## src/rtl/bram_port_arbiter.sv

```systemverilog
// bram_port_arbiter
// Shares one single-port, write-first image BRAM (1-cycle synchronous read)
// between the config port (cfg), the image loader (ld) and the result store
// (st). cfg always wins. ld and st take turns in bursts of at most MAX_BURST
// grants whenever both are waiting. Grants are combinational. The BRAM
// command is registered one cycle after the grant. Read data is routed back
// through a two-stage tag pipeline that is aligned with the BRAM latency.

module bram_port_arbiter #(
    parameter int ADDR_W    = 16,
    parameter int DATA_W    = 8,
    parameter int MAX_BURST = 16   // legal range 1..255
) (
    input  logic              clk,
    input  logic              rst,        // asynchronous, active low

    input  logic              cfg_req,
    input  logic              cfg_we,
    input  logic [ADDR_W-1:0] cfg_addr,
    input  logic [DATA_W-1:0] cfg_wdata,
    output logic              cfg_gnt,
    output logic              cfg_rvalid,
    output logic [DATA_W-1:0] cfg_rdata,

    input  logic              ld_req,
    input  logic [ADDR_W-1:0] ld_addr,
    output logic              ld_gnt,
    output logic              ld_rvalid,
    output logic [DATA_W-1:0] ld_rdata,

    input  logic              st_req,
    input  logic [ADDR_W-1:0] st_addr,
    input  logic [DATA_W-1:0] st_wdata,
    output logic              st_gnt,

    output logic              mem_we,
    output logic [ADDR_W-1:0] mem_addr,
    output logic [DATA_W-1:0] mem_wdata,
    input  logic [DATA_W-1:0] mem_rdata,

    output logic [1:0]        owner
);

    // The encoding of this type is also the value driven on owner.
    typedef enum logic [1:0] {
        IDLE   = 2'd0,
        LD_OWN = 2'd1,
        ST_OWN = 2'd2
    } burst_state_t;

    // Identifies which requester a read in flight belongs to.
    typedef enum logic [1:0] {
        TAG_NONE = 2'd0,
        TAG_CFG  = 2'd1,
        TAG_LD   = 2'd2
    } rd_tag_t;

    localparam logic [7:0] BURST_MAX = 8'(MAX_BURST);

    burst_state_t      state_q, state_d;
    logic [7:0]        count_q, count_d;
    logic              at_max;

    rd_tag_t           tag_s1_q;   // command is on the BRAM pins
    rd_tag_t           tag_s2_q;   // BRAM data is on mem_rdata
    logic [DATA_W-1:0] cfg_rdata_q;
    logic [DATA_W-1:0] ld_rdata_q;

    assign at_max = (count_q == BURST_MAX);

    // Pick this cycle's single winner and the burst state that follows from it.
    // NOTE: every output of this block gets a default first. Without the
    // defaults, a path that assigns nothing would infer a latch.
    always_comb begin
        cfg_gnt = 1'b0;
        ld_gnt  = 1'b0;
        st_gnt  = 1'b0;
        state_d = state_q;
        count_d = count_q;

        if (rst) begin
            if (cfg_req) begin
                // A cfg access freezes the burst. State and count are kept.
                cfg_gnt = 1'b1;
            end else begin
                unique case (state_q)
                    IDLE: begin
                        if (ld_req) begin
                            ld_gnt  = 1'b1;
                            state_d = LD_OWN;
                            count_d = 8'd1;
                        end else if (st_req) begin
                            st_gnt  = 1'b1;
                            state_d = ST_OWN;
                            count_d = 8'd1;
                        end
                    end

                    LD_OWN: begin
                        if (ld_req && !(at_max && st_req)) begin
                            ld_gnt  = 1'b1;
                            count_d = at_max ? count_q : count_q + 8'd1;
                        end else if (st_req) begin
                            st_gnt  = 1'b1;
                            state_d = ST_OWN;
                            count_d = 8'd1;
                        end else begin
                            state_d = IDLE;
                            count_d = 8'd0;
                        end
                    end

                    ST_OWN: begin
                        if (st_req && !(at_max && ld_req)) begin
                            st_gnt  = 1'b1;
                            count_d = at_max ? count_q : count_q + 8'd1;
                        end else if (ld_req) begin
                            ld_gnt  = 1'b1;
                            state_d = LD_OWN;
                            count_d = 8'd1;
                        end else begin
                            state_d = IDLE;
                            count_d = 8'd0;
                        end
                    end

                    default: begin
                        state_d = IDLE;
                        count_d = 8'd0;
                    end
                endcase
            end
        end
    end

    // Burst owner register and grant counter.
    // NOTE: state registers are written with non-blocking assignments, so every
    // flop samples values from before the clock edge.
    always_ff @(posedge clk or negedge rst) begin
        if (!rst) begin
            state_q <= IDLE;
            count_q <= 8'd0;
        end else begin
            state_q <= state_d;
            count_q <= count_d;
        end
    end

    assign owner = state_q;

    // Register the granted command onto the BRAM pins. Address and data hold
    // their values when there is no grant.
    always_ff @(posedge clk or negedge rst) begin
        if (!rst) begin
            mem_we    <= 1'b0;
            mem_addr  <= '0;
            mem_wdata <= '0;
        end else begin
            mem_we <= 1'b0;
            if (cfg_gnt) begin
                mem_we    <= cfg_we;
                mem_addr  <= cfg_addr;
                mem_wdata <= cfg_wdata;
            end else if (ld_gnt) begin
                mem_addr  <= ld_addr;
            end else if (st_gnt) begin
                mem_we    <= 1'b1;
                mem_addr  <= st_addr;
                mem_wdata <= st_wdata;
            end
        end
    end

    // Track each read through the BRAM latency. Reset drops reads in flight.
    always_ff @(posedge clk or negedge rst) begin
        if (!rst) begin
            tag_s1_q <= TAG_NONE;
            tag_s2_q <= TAG_NONE;
        end else begin
            if (cfg_gnt && !cfg_we) begin
                tag_s1_q <= TAG_CFG;
            end else if (ld_gnt) begin
                tag_s1_q <= TAG_LD;
            end else begin
                tag_s1_q <= TAG_NONE;
            end
            tag_s2_q <= tag_s1_q;
        end
    end

    assign cfg_rvalid = (tag_s2_q == TAG_CFG);
    assign ld_rvalid  = (tag_s2_q == TAG_LD);

    // Capture returned data so that each rdata output holds until its next rvalid.
    always_ff @(posedge clk or negedge rst) begin
        if (!rst) begin
            cfg_rdata_q <= '0;
            ld_rdata_q  <= '0;
        end else begin
            if (cfg_rvalid) begin
                cfg_rdata_q <= mem_rdata;
            end
            if (ld_rvalid) begin
                ld_rdata_q <= mem_rdata;
            end
        end
    end

    // In the rvalid cycle the live BRAM word is forwarded. After that the
    // captured copy is held.
    assign cfg_rdata = cfg_rvalid ? mem_rdata : cfg_rdata_q;
    assign ld_rdata  = ld_rvalid  ? mem_rdata : ld_rdata_q;

    // Only one requester may own the BRAM in any cycle.
    a_one_grant : assert property (
        @(posedge clk) disable iff (!rst) $onehot0({cfg_gnt, ld_gnt, st_gnt})
    );

    // Only one read can be returning in any cycle.
    a_one_rvalid : assert property (
        @(posedge clk) disable iff (!rst) !(cfg_rvalid && ld_rvalid)
    );

endmodule

```

## config.mk

```make
export PLATFORM = sky130hd
export DESIGN_NAME = bram_port_arbiter
export DESIGN_NICKNAME = d
export VERILOG_FILES = /design/src/rtl/bram_port_arbiter.sv
export SDC_FILE = /design/constraint.sdc
export NUM_CORES = 1
export LEC_CHECK = 0
export BUFFER_PORTS_ARGS = -buffer_cell sky130_fd_sc_hd__buf_2
export CORE_UTILIZATION = 33
export DETAILED_ROUTE_END_ITERATION = 10
export PLACE_DENSITY = 0.69
export REMOVE_ABC_BUFFERS = 1
export SYNTH_ARGS = -nofsm -noshare
export SYNTH_HDL_FRONTEND = slang
export SYNTH_SLANG_ARGS = --single-unit
```

## constraint.sdc

```tcl
create_clock -name clk -period 3.5 [get_ports clk]
set_clock_uncertainty 0.1 [all_clocks]
set_input_delay 0.175 -clock clk [delete_from_list [all_inputs] [get_ports clk]]
set_output_delay 0.175 -clock clk [all_outputs]
set_load 0.005 [all_outputs]
```

==> results of run 1 <==
## metrics by stage
| step | utilization [%] | hold WS, ns |
|---|---|---|
| floorplan | - | -0.221 |
| global placement | 43.2 | 0.0830 |
| detailed placement | 43.2 | 0.0842 |
| CTS | 45.2 | 0.00183 |
| global route | 45.2 | 0.00511 |
| finish | 45.2 | 0.00780 |
## cells by family (layout without fill, tap and decap cells)
logic type / count (synthesis) / after routing / synth area share [%]
buffers and inverters: 26 / 152 / 4.65
and+or+nand+nor: 64 / 64 / 11.9
DFF: 55 / 55 / 51.6
xor gates and xnor gates: 2 / 2 / 0.657
AOI/OAI and AO/OA: 78 / 78 / 22.6
adders and majority gates: 2 / 2 / 0.938
muxes: 18 / 18 / 7.70
## tightest hold or removal path, stage by stage
cell     delay [ns]
buf_2          0.07
nor2_1         0.03
a21oi_1        0.10
## flip-flops by register name, summed over array words and instances (netlist names)
signal	flops
mem_wdata	8
tag_s1_q	2
mem_we	1
cfg_rdata_q	8
tag_s2_q	2
ld_rdata_q	8
count_q	8
owner	2
mem_addr	16
## layout make-up
| class | instances | area (sq um) | area share, % |
|---|---|---|---|
| clock buffers | 5 | 68.8 | 1.96 |
| clock inverters | 3 | 23.8 | 0.678 |
| well taps | 102 | 128 | 3.64 |
| repair buffers | 134 | 708 | 20.2 |
| multi-input cells | 164 | 1170 | 33.2 |
| flip-flops and latches | 55 | 1380 | 39.2 |
| inverters | 10 | 37.5 | 1.07 |
## layer usage
metal / wire length, um / vias to the layer above / global-route usage [%]
met2: 3410 / 75 / 28.8
met3: 330 / 5 / 3.15
met1: 2720 / 1108 / 19.8
met4: 48 / 0 / 3.52
li1: - / 1139 / -
met5: 0 / - / 0
## layout by cell type, fill, tap and decap left out, types with 2 or more instances in the layout
cell type and n:
nand2_1 19, nor2b_1 6, a22oi_1 2, a21o_1 3
nand3_1 4, o21ai_0 6, clkbuf_8 5, o221a_1 8
nand2b_1 2, nor3_1 3, ha_1 2, o22a_1 16
inv_1 8, a22o_1 2, and2_1 2, o31ai_1 2
buf_4 3, a21oi_1 23, mux2_2 16, o221a_2 8
clkinv_1 2, nand3b_1 2, dlygate4sd3_1 6, nor2_1 21
buf_2 125, dfrtp_1 55, nand4_1 2
## synthesized netlist by cell type (all sizes together)
master | count | share of area (%)
a21bo | 1 | 0.38
nand2 | 19 | 2.7
xnor2 | 1 | 0.33
a22o | 2 | 0.66
and2 | 2 | 0.47
nor2b | 6 | 1.4
a21o | 3 | 0.84
o41ai | 1 | 0.33
nand3 | 4 | 0.75
mux2 | 17 | 7.3
o21ai | 6 | 1.1
o22a | 16 | 5.3
nand3b | 2 | 0.56
o221ai | 1 | 0.33
o221a | 16 | 6.8
dfrtp | 55 | 52
nor4bb | 1 | 0.94
xor2 | 1 | 0.33
ha | 2 | 0.94
a21oi | 23 | 4.3
buf | 6 | 1.8
or2 | 1 | 0.23
a22oi | 2 | 0.56
mux2i | 1 | 0.38
a211oi | 1 | 0.28
nand2b | 2 | 0.47
clkbuf | 10 | 1.4
a31oi | 1 | 0.23
nand4 | 2 | 0.47
nor3 | 4 | 0.94
a32oi | 1 | 0.33
clkinv | 2 | 0.28
o311ai | 1 | 0.33
nor2 | 21 | 3.0
o31ai | 2 | 0.56
o21a | 1 | 0.28
inv | 8 | 1.1
## power by group
part / internal [mW] / total (mW) / switching [mW]
Sequential: 0.747 / 0.816 / 0.0688
Clock: 0.145 / 0.371 / 0.226
Combinational: 0.246 / 0.449 / 0.203
Total: 1.14 / 1.64 / 0.498
## what timing repair did
action | 4_1_cts | 5_1_grt
endpoints found under the hold margin | 26 | 0
resized for setup | 0 | 0
hold buffers | 6 | 0
## worst paths after layout
path	startpoint	to	depth (start not counted)	slack [ns]
setup reg to reg	count_q[0]	mem_addr[6]	7	0.66
hold reg to reg	tag_s1_q[0]	tag_s2_q[0]	0	0.26
hold / removal	cfg_wdata[6]	mem_wdata[6]	3	0.008
setup / recovery	count_q[0]	ld_gnt	8	0.43
min in group asynchronous	rst	mem_addr[12]	2	0.29
max in group asynchronous	rst	ld_rdata_q[4]	3	2.18
==> run_results.csv, run 1 <==
group,metric,value,unit
sta,fin_ws,0.427,ns
yosys,avgSynthCellArea,10.9,sq um
die,start_util,34.3,%
finish,nNetsFinal,450,
clock_tree,clockBufferDepth,2,
yosys,synth.cell_area,2670,sq um
worst_setup_path,crit_family,"simple AND/OR/NAND/NOR gates",
yosys,yosys_warnings,0,
sta,worst_slew_pin_slew,0.806,ns
routing,viasPerCell,4.92,
sta,tns,0,ns
sta,clock.fmax,325,MHz
global_routing,grt_max_degree,36,
worst_setup_path,cp-start-kind,"register",
finish,drive_above_1_share,44.5,%
worst_setup_path,crit_path_top_delay_cell,"a21o_1",
worst_setup_path,cp-end-kind,"output port",
power_and_ir_drop,vdd_drop_max,0.000197,V
hold_path,hold_class,"in2reg",
finish,fillers,760,
placement,port_buffers,125,
routing,remaining_drc_errors,0,
worst_setup_path,slowest_delay,0.55,ns
global_routing,grt-ovfl-total,0,
die,die_area,8440,sq um
placement,place_inst,459,
worst_setup_path,path_cells,"inv_1 -> ha_1 -> nor4bb_4 -> and2_1 -> mux2_4 -> a21o_1 -> inv_1 -> buf_2",
finish,syn_to_final_growth,31.6,%
power_and_ir_drop,p_per_area,466,nW/um^2
sta,setup_viol,0,
die,placement_rows,32,
routing,post_drt_wl_per_cell,13.8,um
worst_setup_path,crit_buf_inv,3,
sta,final-max-slew-violation-count,0,
placement,dpl_cell_area,3360,sq um
run_status,status,"completed",
routing,drtPass1Iterations,4,
routing,wirelength,6500,um
routing,vias,2327,
yosys,yosysUniqueCellTypes,41,
placement,place_ws,0.663,ns
clock_tree,cts_setup_buffers,0,
die,core,7770,sq um
die,io_pins,126,
clock_tree,htree_levels,2,
finish,stdcell_count,473,
worst_setup_path,required,3.22,ns
placement,place_hpwl,4870,um
yosys,seq_area_frac_synth,51.6,%
yosys,synth-seq-cells,55,
sta,max_slew_margin,46.1,%
worst_setup_path,crit_top_cell,"inv_1",
power_and_ir_drop,finalPower,1.64,mW
finish,n_antenna_cell,0,
clock_tree,cts_buffers,5,
clock_tree,clk_pin_slew,0.11,ns
clock_tree,clock_sinks,55,
clock_tree,worstSkewPairLatency,0.31,ns
global_routing,antenna_found_initial,0,
sta,rsz0062_at_grt,"no",
global_routing,grt_pass1_wl,10800,um
routing,ant_nets,0,
die,die_height,91.9,um
yosys,syn_inst,245,
job,cap_violations,0,
die,dieWidth,91.9,um
sta,fin_crit_sh,87.8,%
placement,gp_routability_congestion,0.843,
clock_tree,cts_root_buf,"clkbuf_8",
finish,fin_area,3510,sq um
sta,final-hold-violation-count,0,
routing,drtIter0Drc,44,
worst_setup_path,worstSetupPathType,"reg2out",
clock_tree,cts_tree,"yes",
worst_setup_path,arrival,2.80,ns
sta,min_period,3.07,ns
worst_setup_path,path_max_fanout,18,
power_and_ir_drop,power.leakage,1.67,nW
global_routing,gr-usage-all-layers,16.0,%
global_routing,grt_pass1_vias,2322,
No activity file was read; power rests on OpenSTA's default activity.
==> run 2, diff against run 1 <==
Settings changed: CTS_CLUSTER_DIAMETER from default to 200, MAX_ROUTING_LAYER from default to met4.
==> run 2 against run 1 <==
Net effect:
- clock power barely moved
- hold slack improved by 0.00097 ns
- cell count did not move
- wire length barely moved
- critical path depth did not move
- worst setup slack got worse by 0.0039 ns
- register-to-register slack barely moved
- maximum frequency fell by 0.13%
- via count rose by 0.69%
- sequential share of layout area did not move
- sequential power barely moved
- sequential cell count did not move
- critical path type unchanged
- largest cell class unchanged
==> run_results.csv, run 2 (synthesized netlist as in run 1, its figures left out) <==
group,metric,value,unit
sta,final-hold-violation-count,0,
clock_tree,htree_levels,2,
finish,final_cell_mix,"125 x buf_2, 55 x dfrtp_1, 23 x a21oi_1, 21 x nor2_1, 19 x nand2_1",
sta,tns,0,ns
global_routing,antenna_found_initial,0,
finish,drive_above_1_share,44.5,%
placement,gp_routability_congestion,0.856,
power_and_ir_drop,power.leakage,1.67,nW
die,placement_rows,32,
finish,n_antenna_cell,0,
finish,top_register,"mem_addr",
worst_setup_path,reg2regPathDepth,7,
placement,port_buffers,125,
sta,rsz0062_at_grt,"no",
routing,wirelength,6500,um
worst_setup_path,slowest_delay,0.55,ns
sta,clock.fmax,325,MHz
routing,post_drt_wl_per_cell,13.7,um
worst_setup_path,required,3.22,ns
global_routing,grt_pass1_vias,2317,
worst_setup_path,arrival,2.80,ns
finish,fin_area,3510,sq um
power_and_ir_drop,p_per_area,466,nW/um^2
routing,ant_nets,0,
routing,remaining_drc_errors,0,
finish,nNetsFinal,450,
global_routing,gr-usage-all-layers,16.5,%
die,die_area,8440,sq um
worst_setup_path,crit_path_top_delay_cell,"a21o_1",
clock_tree,clock_sinks,55,
hold_path,worstHoldStart,"cfg_wdata[6]",
worst_setup_path,cp-end-kind,"output port",
sta,worst_slew_pin_slew,0.803,ns
routing,drtPass1Iterations,5,
finish,largest_register_ffs,16,
clock_tree,cts_root_buf,"clkbuf_8",
sta,min_period,3.08,ns
sta,final-max-slew-violation-count,0,
clock_tree,worstSkewPairLatency,0.31,ns
finish,syn_to_final_growth,31.6,%
worst_setup_path,cp-endpoint,"ld_gnt",
job,cap_violations,0,
global_routing,grt_max_degree,36,
global_routing,grt-ovfl-total,0,
worst_setup_path,path_cells,"inv_1 -> ha_1 -> nor4bb_4 -> and2_1 -> mux2_4 -> a21o_1 -> inv_1 -> buf_2",
worst_setup_path,worstSetupPathType,"reg2out",
sta,fin_crit_sh,87.9,%
die,die_height,91.9,um
power_and_ir_drop,vdd_drop_max,0.000196,V
finish,stdcell_count,473,
clock_tree,clockBufferDepth,2,
sta,setup_viol,0,
worst_setup_path,cp-start-kind,"register",
die,start_util,34.3,%
routing,vias,2343,
finish,final_common_cell,"buf_2",
clock_tree,cts_tree,"yes",
worst_setup_path,cp-startpoint,"count_q[0]",
global_routing,grt_pass1_wl,10800,um
die,core,7770,sq um
die,dieWidth,91.9,um
worst_setup_path,crit_top_cell,"inv_1",
placement,dpl_cell_area,3360,sq um
placement,place_hpwl,4870,um
routing,viasPerCell,4.95,
clock_tree,cts_buffers,5,
clock_tree,clk_pin_slew,0.10,ns
routing,drtIter0Drc,63,
run_status,status,"completed",
worst_setup_path,r2r-start,"count_q[0]",
worst_setup_path,reg2reg_to,"mem_addr[6]",
worst_setup_path,rrSetupSlack,0.66,ns
worst_setup_path,path_max_fanout,18,
finish,fillers,760,
die,io_pins,126,
placement,place_inst,459,
sta,max_slew_margin,46.3,%
hold_path,hold_class,"in2reg",
[run 2: area by class of cell]
type | count | area [sq um] | area share [%]
multi-input cells | 164 | 1170 | 33.2
inverters | 10 | 37.5 | 1.07
flip-flops and latches | 55 | 1380 | 39.2
clock inverters | 3 | 23.8 | 0.678
repair buffers | 134 | 708 | 20.2
clock buffers | 5 | 68.8 | 1.96
well taps | 102 | 128 | 3.64
[run 2: report_power, final]
group          total, mW  internal, mW  switching, mW
Clock              0.371         0.145          0.225
Combinational      0.449         0.246          0.203
Sequential         0.816         0.747         0.0692
Total               1.64          1.14          0.498
[run 2: through the flow]
stage	util (%)	hold slack [ns]	worst slack (ns)	total power [mW]
finish	45.2	0.00877	0.423	1.64
global route	45.2	0.00284	0.174	1.75
CTS	45.2	0.00183	0.408	1.66
detailed placement	43.2	0.0842	0.663	1.28
global placement	43.2	0.0830	0.801	1.26
floorplan	-	-0.221	1.04	1.06
[run 2: timing repair]
action,CTS,global route
endpoints found under the hold margin,26,0
gates resized for setup,0,0
hold buffers,6,0
setup buffers,0,0
[run 2: worst max-delay path: cells and delay by family (launching register included)]
kind	cells	cell delay [ns]
AO/OA/AOI/OAI	1	0.55
adder cells (fa/ha/maj)	1	0.16
buffers and inverters	3	0.35
AND/OR/NAND/NOR	2	0.72
multiplexers	1	0.21
flip-flops	1	0.49
[run 2: routing by layer]
layer	GRT usage [%]	share of wire [%]	up-vias
met5	-	0	-
met4	3.52	0.82	0
met3	2.49	4.7	5
met2	28.8	52	84
met1	20.3	42	1115
li1	-	-	1139
[run 2: worst min-delay path by stage]
stage                     slack, ns        endpoint  depth (start not counted)
after global routing          0.003  cfg_rdata_q[0]                          2
after detailed placement       0.08    mem_addr[12]                          1
after CTS                     0.002    mem_wdata[5]                          3
final                         0.009    mem_wdata[6]                          3
after floorplan               -0.22  cfg_rdata_q[0]                          0
after global placement         0.08    mem_addr[12]                          1
==> run 3, diff against run 2 <==
Settings changed: ABC_AREA from default to 1, PLACE_DENSITY 0.69 to 0.68.
==> run 3 against run 2 <==
Net effect:
- sequential share of layout area shrank 2.0 points
- hold slack gained 0.014 ns
- count of clock-buffer cells in the layout grew 1
- cell count grew 30%
- clock power shrank 7.5%
- sequential power grew 17%
- worst setup slack gained 0.61 ns
- critical path depth grew 2
- area after synthesis grew 8.6%
- highest routed layer unchanged
==> run_results.csv, run 3 <==
group,metric,value,unit
die,io_pins,126,
finish,fillers,864,
sta,final-hold-violation-count,0,
global_routing,grt_pass1_wl,11300,um
yosys,synth.most_common_cell,"nand2_1",
yosys,synthFlopType,"dfrtp_1",
yosys,synth.cell_area,2900,sq um
placement,port_buffers,125,
finish,top_register,"mem_addr",
clock_tree,clockBufferDepth,2,
sta,final-max-slew-violation-count,0,
clock_tree,cts_buffers,5,
global_routing,grt_max_degree,42,
finish,drive_above_1_share,30.1,%
yosys,ys_top_cells_by_area,"dfrtp_1 48%, nand2_1 15%, nand3_1 7.9%",
worst_setup_path,cp-start-kind,"input pin",
worst_setup_path,cp-end-kind,"register",
yosys,synth_top_area_share,47.5,%
yosys,yosys.area.top_type,"dfrtp_1",
clock_tree,cts_root_buf,"clkbuf_8",
global_routing,grt_pass1_vias,2630,
worst_setup_path,required,3.60,ns
yosys,avgSynthCellArea,7.48,sq um
routing,drtIter0Drc,137,
yosys,seq_area_frac_synth,47.5,%
finish,final_common_cell,"buf_2",
finish,syn_to_final_growth,27.6,%
yosys,synth_edf_count,0,
sta,setup_viol,0,
power_and_ir_drop,p_per_area,582,nW/um^2
die,die_height,95.7,um
job,cap_violations,0,
yosys,async_flop_share,100,%
worst_setup_path,arrival,2.56,ns
clock_tree,cts_setup_buffers,0,
power_and_ir_drop,vdd_drop_max,0.000195,V
global_routing,grt-ovfl-total,0,
finish,n_antenna_cell,0,
global_routing,gr-usage-all-layers,16.2,%
routing,wirelength,7120,um
clock_tree,worstSkewPairLatency,0.30,ns
die,start_util,34.7,%
sta,rsz0062_at_grt,"no",
placement,place_hpwl,5470,um
global_routing,antenna_found_initial,0,
worst_setup_path,worstSetupPathType,"in2reg",
clock_tree,clock_sinks,55,
die,placement_rows,33,
clock_tree,clk_pin_slew,0.10,ns
sta,worst_slew_pin_slew,0.697,ns
yosys,yosys_warnings,0,
power_and_ir_drop,finalPower,2.15,mW
run_status,status,"completed",
yosys,synth-seq-cells,55,
routing,drtPass1Iterations,4,
placement,gp_routability_congestion,0.840,
die,die_area,9160,sq um
sta,clock.fmax,406,MHz
sta,max_slew_margin,53.4,%
routing,vias,2847,
routing,remaining_drc_errors,0,
sta,tns,0,ns
worst_setup_path,rrSetupSlack,1.04,ns
yosys,yosysUniqueCellTypes,28,
routing,viasPerCell,4.62,
die,dieWidth,95.7,um
finish,nNetsFinal,590,
yosys,syn_inst,387,
yosys,netlist_top_cells_count,"118 x nand2_1, 55 x dfrtp_1, 50 x nor2_1, 46 x nand3_1, 36 x inv_1",
routing,post_drt_wl_per_cell,11.6,um
power_and_ir_drop,power.leakage,2.08,nW
finish,final_cell_mix,"125 x buf_2, 118 x nand2_1, 55 x dfrtp_1, 50 x nor2_1, 46 x nand3_1",
routing,ant_nets,0,
finish,largest_register_ffs,16,
hold_path,hold_class,"in2reg",
worst_setup_path,path_max_fanout,32,
clock_tree,htree_levels,2,
sta,fin_crit_sh,70.4,%
sta,min_period,2.46,ns
clock_tree,cts_tree,"yes",
die,core,8340,sq um
-- run 3: changes by cell type after synthesis, moves of 16 or more --
cell,change
a21oi_1,-19
mux2_2,-16
o22a_1,-16
o21ai_0,+20
nand2_1,+99
nor2_1,+29
inv_1,+28
nand3_1,+42
-- run 3: stage by stage --
step	setup slack (ns)	utilization [%]	hold slack, ns	cell area [sq um]	instances
CTS	1.00	44.3	0.0157	3700	616
global placement	1.16	43.1	0.0261	3590	606
floorplan	1.34	-	-0.221	2820	374
finish	1.04	44.3	0.0233	3700	616
detailed placement	1.04	43.1	0.0337	3590	606
global route	0.769	44.3	0.0211	3700	616
-- run 3: layout make-up --
type	instances	area (sq um)	area share (%)
Clock buffer	6	72.6	1.96
Clock inverter	2	12.5	0.339
Inverter	39	146	3.96
Multi-Input combinational cell	280	1300	35.1
Sequential cell	55	1380	37.2
Tap cell	105	131	3.55
Timing Repair Buffer	129	661	17.9
-- run 3: critical path: stages --
cell           delay (ns)
dlygate4sd3_1        0.55
buf_2                0.26
nand3_1              0.24
inv_2                0.20
nand2_2              0.17
nand2_4              0.14
nor2_4               0.58
nor2_1               0.08
nand2_1              0.09
nand2_1              0.05
-- run 3: path summary, 6_finish.rpt --
| check | start | end | depth (start not counted) |
|---|---|---|---|
| hold / removal | st_wdata[0] | mem_wdata[0] | 3 |
| min in group asynchronous | rst | owner[0] | 2 |
| hold reg to reg | tag_s1_q[0] | tag_s2_q[0] | 0 |
| setup / recovery | rst | mem_addr[1] | 10 |
| setup reg to reg | count_q[0] | mem_addr[1] | 13 |
| max in group asynchronous | rst | tag_s2_q[0] | 3 |
-- run 3: cell families (layout without fill, tap and decap cells) --
kind of cell,after synthesis,after routing,share of synthesized area (%)
flops,55,55,47.5
xor+xnor,2,2,0.605
fa+ha+maj,2,2,0.864
simple gates,231,231,34.2
buf+inv,52,176,7.73
compound gates,45,45,9.07
-- run 3: what timing repair did --
action | 4_1_cts | 5_1_grt
hold buffers | 2 | 0
hold endpoints to repair | 16 | 0
setup endpoints to repair | 0 | 0
resized for setup | 0 | 0
-- run 3: where the power goes --
group,internal [mW],switching (mW),total (mW)
Sequential,0.844,0.111,0.955
Clock,0.140,0.202,0.343
Combinational,0.351,0.501,0.852
Total,1.34,0.815,2.15
-- run 3: routing by layer --
| metal | vias up | GRT usage (%) | share of wire (%) |
|---|---|---|---|
| met5 | - | - | 0 |
| met4 | 0 | 4.23 | 0.51 |
| met3 | 4 | 3.99 | 6.9 |
| met2 | 103 | 27.7 | 48 |
| met1 | 1269 | 19.0 | 44 |
| li1 | 1471 | - | - |
